$ cat src/rtl/vga_timing_pkg.sv
// Shared types and default 640x480@60 raster constants for the VGA timing generator.
package vga_timing_pkg;

  localparam int unsigned COORD_W = 10;
  localparam int unsigned FRAME_W = 16;

  localparam int unsigned H_TOTAL  = 800;
  localparam int unsigned V_TOTAL  = 525;
  localparam int unsigned HS_START = 656;
  localparam int unsigned HS_END   = 751;
  localparam int unsigned VS_START = 490;
  localparam int unsigned VS_END   = 491;

  typedef logic [COORD_W-1:0] coord_t;

  typedef struct packed {
    logic hs;
    logic vs;
    logic vde;
  } sync_t;

  localparam sync_t SYNC_IDLE = '0;

endpackage

$ cat src/rtl/vga_timing_gen_sync_delay_line.sv
// Clock-enabled shift register that delays the raw sync/blank flags; DEPTH=0 is a plain wire.
module sync_delay_line
  import vga_timing_pkg::*;
#(
  parameter int unsigned DEPTH = 2
) (
  input  logic  pixel_clk,
  input  logic  flush,
  input  logic  hold,
  input  sync_t d,
  output sync_t q
);

  if (DEPTH == 0) begin : g_wire
    logic unused_ctl;
    assign unused_ctl = pixel_clk ^ flush ^ hold;
    assign q = d;
  end else begin : g_pipe
    sync_t stage [DEPTH];

    // Flush takes priority over hold so a reset always empties the line
    always_ff @(posedge pixel_clk) begin
      if (flush) begin
        for (int i = 0; i < int'(DEPTH); i++) stage[i] <= SYNC_IDLE;
      end else if (!hold) begin
        stage[0] <= d;
        for (int i = 1; i < int'(DEPTH); i++) stage[i] <= stage[i-1];
      end
    end

    assign q = stage[DEPTH-1];
  end

endmodule

$ cat src/rtl/vga_timing_gen.sv
// Raster timing source: h/v counters lead the delayed syncs by PIPE_LAT cycles.
// Optional line-compare interrupt is built when VTG_LINE_IRQ_EN is defined.
module vga_timing_gen
  import vga_timing_pkg::*;
#(
  parameter int unsigned H_ACTIVE = 640,
  parameter int unsigned H_FP     = 16,
  parameter int unsigned H_SYNC   = 96,
  parameter int unsigned H_BP     = 48,
  parameter int unsigned V_ACTIVE = 480,
  parameter int unsigned V_FP     = 10,
  parameter int unsigned V_SYNC   = 2,
  parameter int unsigned V_BP     = 33,
  parameter int unsigned PIPE_LAT = 2,
  parameter bit          SYNC_POL = 1'b0
) (
  input  logic               pixel_clk,
  input  logic               arstn,
  input  logic               en,
  input  logic [COORD_W-1:0] line_cmp,
  output logic [COORD_W-1:0] drawX,
  output logic [COORD_W-1:0] drawY,
  output logic               req_vde,
  output logic               hsync,
  output logic               vsync,
  output logic               vde,
  output logic               sof,
  output logic [FRAME_W-1:0] frame_cnt,
  output logic               line_irq
);

  localparam int unsigned LINE_LEN    = H_ACTIVE + H_FP + H_SYNC + H_BP;
  localparam int unsigned FRAME_LINES = V_ACTIVE + V_FP + V_SYNC + V_BP;
  localparam int unsigned HS_FIRST    = H_ACTIVE + H_FP;
  localparam int unsigned HS_LAST     = HS_FIRST + H_SYNC - 1;
  localparam int unsigned VS_FIRST    = V_ACTIVE + V_FP;
  localparam int unsigned VS_LAST     = VS_FIRST + V_SYNC - 1;

  coord_t hc;
  coord_t vc;
  logic   line_end;
  logic   frame_end;
  sync_t  raw;
  sync_t  dly;

  assign line_end  = (hc == coord_t'(LINE_LEN - 1));
  assign frame_end = line_end && (vc == coord_t'(FRAME_LINES - 1));

  // Raster counters and completed-frame count
  always_ff @(posedge pixel_clk) begin
    if (!arstn) begin
      hc        <= '0;
      vc        <= '0;
      frame_cnt <= '0;
    end else if (en) begin
      hc <= line_end ? '0 : hc + coord_t'(1);
      if (line_end) vc <= frame_end ? '0 : vc + coord_t'(1);
      if (frame_end) frame_cnt <= frame_cnt + FRAME_W'(1);
    end
  end

  always_comb begin
    raw     = SYNC_IDLE;
    raw.hs  = (hc >= coord_t'(HS_FIRST)) && (hc <= coord_t'(HS_LAST));
    raw.vs  = (vc >= coord_t'(VS_FIRST)) && (vc <= coord_t'(VS_LAST));
    raw.vde = (hc < coord_t'(H_ACTIVE)) && (vc < coord_t'(V_ACTIVE));
  end

  sync_delay_line #(
    .DEPTH (PIPE_LAT)
  ) u_sync_delay_line (
    .pixel_clk (pixel_clk),
    .flush     (!arstn),
    .hold      (!en),
    .d         (raw),
    .q         (dly)
  );

  assign drawX   = hc;
  assign drawY   = vc;
  assign req_vde = raw.vde;
  assign hsync   = dly.hs ^ ~SYNC_POL;
  assign vsync   = dly.vs ^ ~SYNC_POL;
  assign vde     = dly.vde;
  assign sof     = (hc == '0) && (vc == '0) && en;

`ifdef VTG_LINE_IRQ_EN
  // vc never reaches FRAME_LINES, so out-of-range compare values never fire
  always_ff @(posedge pixel_clk) begin
    if (!arstn) line_irq <= 1'b0;
    else if (en) line_irq <= line_end && (vc == line_cmp);
  end
`else
  logic unused_line_cmp;
  assign unused_line_cmp = ^line_cmp;
  assign line_irq        = 1'b0;
`endif

endmodule
$ cat config.mk
export PLATFORM = sky130hd
export DESIGN_NAME = vga_timing_gen
export DESIGN_NICKNAME = d
export VERILOG_FILES = /design/src/rtl/vga_timing_pkg.sv /design/src/rtl/vga_timing_gen_sync_delay_line.sv /design/src/rtl/vga_timing_gen.sv
export SDC_FILE = /design/constraint.sdc
export NUM_CORES = 1
export LEC_CHECK = 0
export CAP_MARGIN = 20
export CORE_MARGIN = 1.5
export CORE_UTILIZATION = 49
export CTS_CLUSTER_DIAMETER = 200
export DETAILED_ROUTE_END_ITERATION = 10
export GPL_ROUTABILITY_DRIVEN = 1
export PLACE_DENSITY = 0.9
export SLEW_MARGIN = 20
export SYNTH_ARGS = -nofsm -noshare
export SYNTH_HDL_FRONTEND = slang
export SYNTH_SLANG_ARGS = --single-unit
$ cat constraint.sdc
create_clock -name pixel_clk -period 2.83 [get_ports pixel_clk]
set_clock_uncertainty 0.05 [all_clocks]
set_input_delay 0.566 -clock pixel_clk [delete_from_list [all_inputs] [get_ports pixel_clk]]
set_output_delay 0.566 -clock pixel_clk [all_outputs]
set_load 0.05 [all_outputs]
[After elaboration in Yosys (flattened, before gate mapping)]
Memories as Yosys holds them, arrays and structs flattened.
Cells that the tools add are included.
Word-level totals
  flip-flop bits (word level): 36
  RAM bits: 6
  input port bits: 13
  memories kept: 1
Memories
  u_sync_delay_line.g_pipe.stage: depth 2, width 3, read ports 2, clocked after Yosys merged registers in 0, write ports 2, line vga_timing_gen_sync_delay_line.sv:19  | sync_t stage [DEPTH];
Cells by class
  $add $sub $neg: 3
  magnitude comparators: 6
  equal/unequal tests: 2
  muxes and demuxes: 8
  bitwise operators: 4
  reductions and logical operators: 10
Operators with widths (number)
  adder 10 x 1 -> 10 bit, second input constant: 2
  == test 10 bit, second input constant: 2
  zero test 10 bit: 2
  2-to-1 mux 10 bit: 2
  adder 16 x 1 -> 16 bit, second input constant: 1
  >= comparator 10 bit, second input constant: 1
  >= comparator 10 x 9 -> 1 bit, second input constant: 1
  <= comparator 10 bit, second input constant: 1
  <= comparator 10 x 9 -> 1 bit, second input constant: 1
  less-than comparator 10 bit, second input constant: 1
  less-than comparator 10 x 9 -> 1 bit, second input constant: 1
  logical AND 1 bit: 6
  2-to-1 mux 3 bit: 2
  2-to-1 mux 1 bit: 4
  AND reduction 2 bit: 2
  NOT 1 bit: 2
  OR 1 bit: 2

[Longest topological paths before layout]
  word-level depth: 4
  depth in mapped cells: 7
  mapped depth without buffers: 6

[Modules after synthesis]
A second synthesis with hierarchy kept.
Unflattened totals
  cell total of the unflattened synthesis: 254
  area, all modules: 2243.4 µm²
Modules (own cells, without submodules)
  vga_timing_gen: times used 1, cells each 238, area each 1989.4 µm², seq. area each 720.7 µm²
  sync_delay_line: times used 1, cells each 16, area each 254.0 µm², seq. area each 180.2 µm²

[Worst setup path after synthesis]
No wires, ideal clock.
  kind: register -> output
  start point: reg hc[4] (netlist: drawX[4])
  end point: out sof
  data arrival time: 2.690 ns
  data required time: 2.214 ns
  slack: -0.476 ns
  stages on the path, launching flop included: 5
  buffers on the path: 0
  cells stage by stage: dfxtp_1 > or2_2 > or3_1 > or4_1 > nor3_1
Between the ends
  word-level cells in the longest chain between the ends: 3
RTL lines
  start: declaration: line vga_timing_gen.sv:39  | coord_t hc;
  start signal: assignment: line vga_timing_gen.sv:56  | hc <= line_end ? '0 : hc + coord_t'(1);
  zero test 10 bit: line vga_timing_gen.sv:85  | assign sof = (hc == '0) && (vc == '0) && en;
  logical AND 1 bit (2 in a row): line vga_timing_gen.sv:85
  end: declaration: line vga_timing_gen.sv:27  | output logic sof,
Every way passes these cells.

[Worst setup path after layout]
  start point: reg hc[5] (netlist: drawX[5])
  end point: out sof
The elaborated chain is that of the path after synthesis.

==> results.md <==
Setup path:
- The largest single stage delay on the critical path is 0.46 ns.
- The total stage count of the critical path is 5.
- The critical path's slowest cell is sky130_fd_sc_hd__or4_1.
- In this run the register-to-register setup slack is 0.36 ns.
- The critical path's top delay family is simple AND/OR/NAND/NOR gates.
- The startpoint type of the worst setup path is a flip-flop.
- The data arrival time at the worst-slack endpoint is 2.12 ns.
- Counting both buffers and inverters, the worst setup path holds a total of 1.
- In this run the critical register-to-register path is captured at frame_cnt[5]$_SDFFE_PN0P_.
- At the worst endpoint, the required time is 2.21 ns.
- The critical path class is flip-flop to output port.
- The largest driver fanout on the critical path is 7.
- STA classifies the critical path endpoint as an output port.
- The worst reg2reg path depth is 5.
- The launching element of the worst setup path is drawX[5]$_SDFFE_PN0P_.
- The startpoint identified for the worst register-to-register timing path is drawX[0]$_SDFFE_PN0P_.
- Walking the worst path, the cells encountered are or2_2 > or3_1 > or4_1 > nor3_4 > buf_12.

Layout:
- With fillers left out, the area of the finished cells amounts to 2770 µm².
- The area growth from synthesis to layout is 25.7%.
- The repair_antennas step left the layout with diodes totalling 0.
- The net count of the finished layout is 308.
- The number of inserted filler cells in the final layout is 342.
- In the final layout, the multi-input gates occupy 1180 µm².
- Across the whole layout, storage elements account for 901 µm².
- The post-route netlist has 10.0% of its cells at a drive strength greater than 1.

Route:
- Summed over all layers, the routed wires come to 5.13 mm.
- The DRC violations left is 0.
- For this block, the initial DRC count from the detailed router was 167.
- Dividing the detail-routed wire length by the instance count gives 15.0 µm.
- In the routed layout, each cell is associated on average with a via count of 5.99.
- The number of iterations in the first detailed-routing pass is 4.
- The number of nets with antenna violations after routing is 0.
- The number of vias in the routed layout is 2050.

Synth:
- By count the netlist is led by sky130_fd_sc_hd__dfxtp_1, sky130_fd_sc_hd__a21oi_1, sky130_fd_sc_hd__nor2_1, sky130_fd_sc_hd__or4_1, sky130_fd_sc_hd__o31ai_1.
- The mean instance size in the synthesized netlist is 8.97 µm².
- The share of synthesized area in the top cell type comes to 32.7%.
- The distinct cell type count after synthesis is 45.
- The number of flops mapped to enable cells by yosys is 6.
- By area the synthesized netlist is led by sky130_fd_sc_hd__dfxtp_1, sky130_fd_sc_hd__edfxtp_1, sky130_fd_sc_hd__or4_1.
- The most common flop cell mapped by yosys is sky130_fd_sc_hd__dfxtp_1.
- The synthesized design spends more area on one cell type than any other, namely sky130_fd_sc_hd__dfxtp_1.
- The post-synthesis register bit count is 42.
- The register area share after synthesis is 40.8%.
- Synthesis produced a netlist whose cell count is 246.
- After synthesis the cells add up to 2210 µm².
- The share of synthesized flip-flops with an asynchronous set or reset is 0%.
- The most common cell in the synthesized netlist is sky130_fd_sc_hd__dfxtp_1.
- Synthesis produced a netlist with a net count of 265.
- During synthesis, Yosys emitted a total of 0 warnings.

Die:
- Row generation in the floorplan step produced 24 rows.
- The initial utilization of the core area, before any placement, comes to 50.7%.
- The horizontal die dimension is 70.1 µm.
- The I/O pin count is 55.
- The die height is 70.1 µm.
- The core region is 4350 µm².
- The die covers 4920 µm².

GRT:
- The maximum number of pins on one net before global-route repair is 30.
- The sum of overflow across all layers after global routing is 0.
- Across every metal layer, demand over resource in global routing totals 20.9%.
- The via count of the first global-routing pass is 1786.
- The number of antenna violations at the first check in global routing is 0.
- The first global-routing pass estimated 8.22 mm of wire.

Timing:
- Setup violations remaining at the end of the flow were counted as 0.
- The final critical-path required period is 2.74 ns.
- The aggregate negative setup slack is 0 ns.
- The setup slack of the critical path after layout is 0.0904 ns.
- The final-report hold violation count is 0.
- After layout, the worst path uses 96.8% of the clock period.
- The transition time of the tightest slew-check pin is 0.523 ns.
- Static timing analysis puts the maximum clock frequency at 365 MHz.
- Setup repair after global routing left no endpoint under its margin.
- The tightest slew margin relative to the limit is 65.0%.
- The total count of max-transition violations in the final report came to 0.

Placed design:
- The area of placed instances is 2680 µm².
- During placement, the flow inserted port buffers numbering 43.
- At the end of routability-driven placement, the weighted congestion stood at 0.845.
- Timing analysis after detailed placement gives a worst setup slack of 0.226 ns.
- Detailed placement finished with a half-perimeter wire length of 3.57 mm.

Outcome:
- The flow ran to the end, and the final reports show no timing, DRC or antenna violations.

Clock tree:
- The clock edge transition at the registers on the reported setup and hold paths is 0.07 ns.
- The post-cts hold buffer count is 0.
- Buffers inserted during clock tree synthesis total 5.
- CTS built an H-tree with a depth of 2.
- The tree is rooted in a sky130_fd_sc_hd__clkbuf_8.
- The clock reaches the later pin of the worst-skew pair after 0.31 ns.
- The clock passes through at most 2 buffers.
- The number of clock sinks is 42.
- The clock tree from TritonCTS is yes.

Min path:
- The startpoint identified for the worst hold timing path is frame_cnt[15]$_SDFFE_PN0P_.
- The path with the worst hold slack has its endpoint at frame_cnt[15]$_SDFFE_PN0P_.
- The worst hold path passes through 2 cells.
- The kind of path behind the tightest hold check is flip-flop to flip-flop.

Pwr:
- The power density over the cells is 398 nW/µm².
- For this design the static power due to leakage is 0.942 nW.
- The worst ir drop on vdd is 221 µV.

Run:
- The reported max-cap violation count is 0.
-- where the power goes --
group / switching, W / internal (W)
clock: 0.000208 / 0.000197
sequential: 0.00000414 / 0.000611
combinational: 0.0000544 / 0.0000292
-- sequential cells by signal, indices dropped and copies added (netlist names) --
register	flops
drawY	10
frame_cnt	16
u_sync_delay_line.g_pipe.stage	6
drawX	10
-- what timing repair did --
item                       in CTS  in global routing
setup buffers                   0                  0
resized for setup               0                  1
setup endpoints to repair       0                  1
-- through the flow --
step	hold WS (ns)	power (W)	std cells	util [%]
2_1_floorplan	0.485	0.000684	246	-
3_3_place_gp	0.408	0.000710	334	61.6
3_5_place_dp	0.413	0.000712	334	61.6
4_1_cts	0.421	0.00111	342	63.6
5_1_grt	0.438	0.00114	342	63.7
6_report	0.419	0.00110	342	63.7
-- how the worst max path moves through the flow --
stage,to
2_1_floorplan,sof
3_3_place_gp,sof
3_5_place_dp,drawY[5]$_SDFFE_PN0P_
4_1_cts,req_vde
5_1_grt,sof
6_report,sof
-- worst min-delay path: cells and delay by family (launching register included) --
family	cells	cell delay (ns)
flip-flops	1	0.32
AND/OR/NAND/NOR	1	0.05
multiplexers	1	0.05
-- per-layer routing --
| metal | wire length (µm) | GRT usage, % |
|---|---|---|
| met3 | 263 | 5.34 |
| met5 | 0 | 0 |
| met1 | 2210 | 25.7 |
| met4 | 86 | 8.33 |
| met2 | 2570 | 34.9 |
-- cell families (layout without fill, tap and decap cells) --
family	Yosys count	in the layout	share of synthesized area, %
flops	42	42	40.8
compound gates	46	46	12.4
buf+inv	26	70	6.41
simple gates	111	111	31.2
other cells	1	1	0.170
xor+xnor	12	12	4.76
fa+ha+maj	6	6	3.40
mux	2	2	0.907
-- cell usage in the layout (no fill, tap or decap), types with 7 or more instances in the layout --
cell,netlist,final
sky130_fd_sc_hd__a21oi_1,22,22
sky130_fd_sc_hd__buf_4,3,7
sky130_fd_sc_hd__clkdlybuf4s50_1,0,41
sky130_fd_sc_hd__dfxtp_1,36,36
sky130_fd_sc_hd__inv_1,12,12
sky130_fd_sc_hd__nand2_1,11,11
sky130_fd_sc_hd__nand3_1,11,11
sky130_fd_sc_hd__nand4_1,11,11
sky130_fd_sc_hd__nor2_1,16,16
sky130_fd_sc_hd__o21ai_0,7,7
sky130_fd_sc_hd__o31ai_1,13,13
sky130_fd_sc_hd__or4_1,16,16
sky130_fd_sc_hd__xnor2_1,7,7
-- area by class of cell --
type / count / share of cell area (%)
Clock inverter: 1 / 0.180
Tap cell: 52 / 2.35
Timing Repair Buffer: 50 / 17.9
Multi-Input combinational cell: 178 / 42.4
Clock buffer: 7 / 3.11
Sequential cell: 42 / 32.5
Inverter: 12 / 1.62
(Power assumes the default switching activity.)
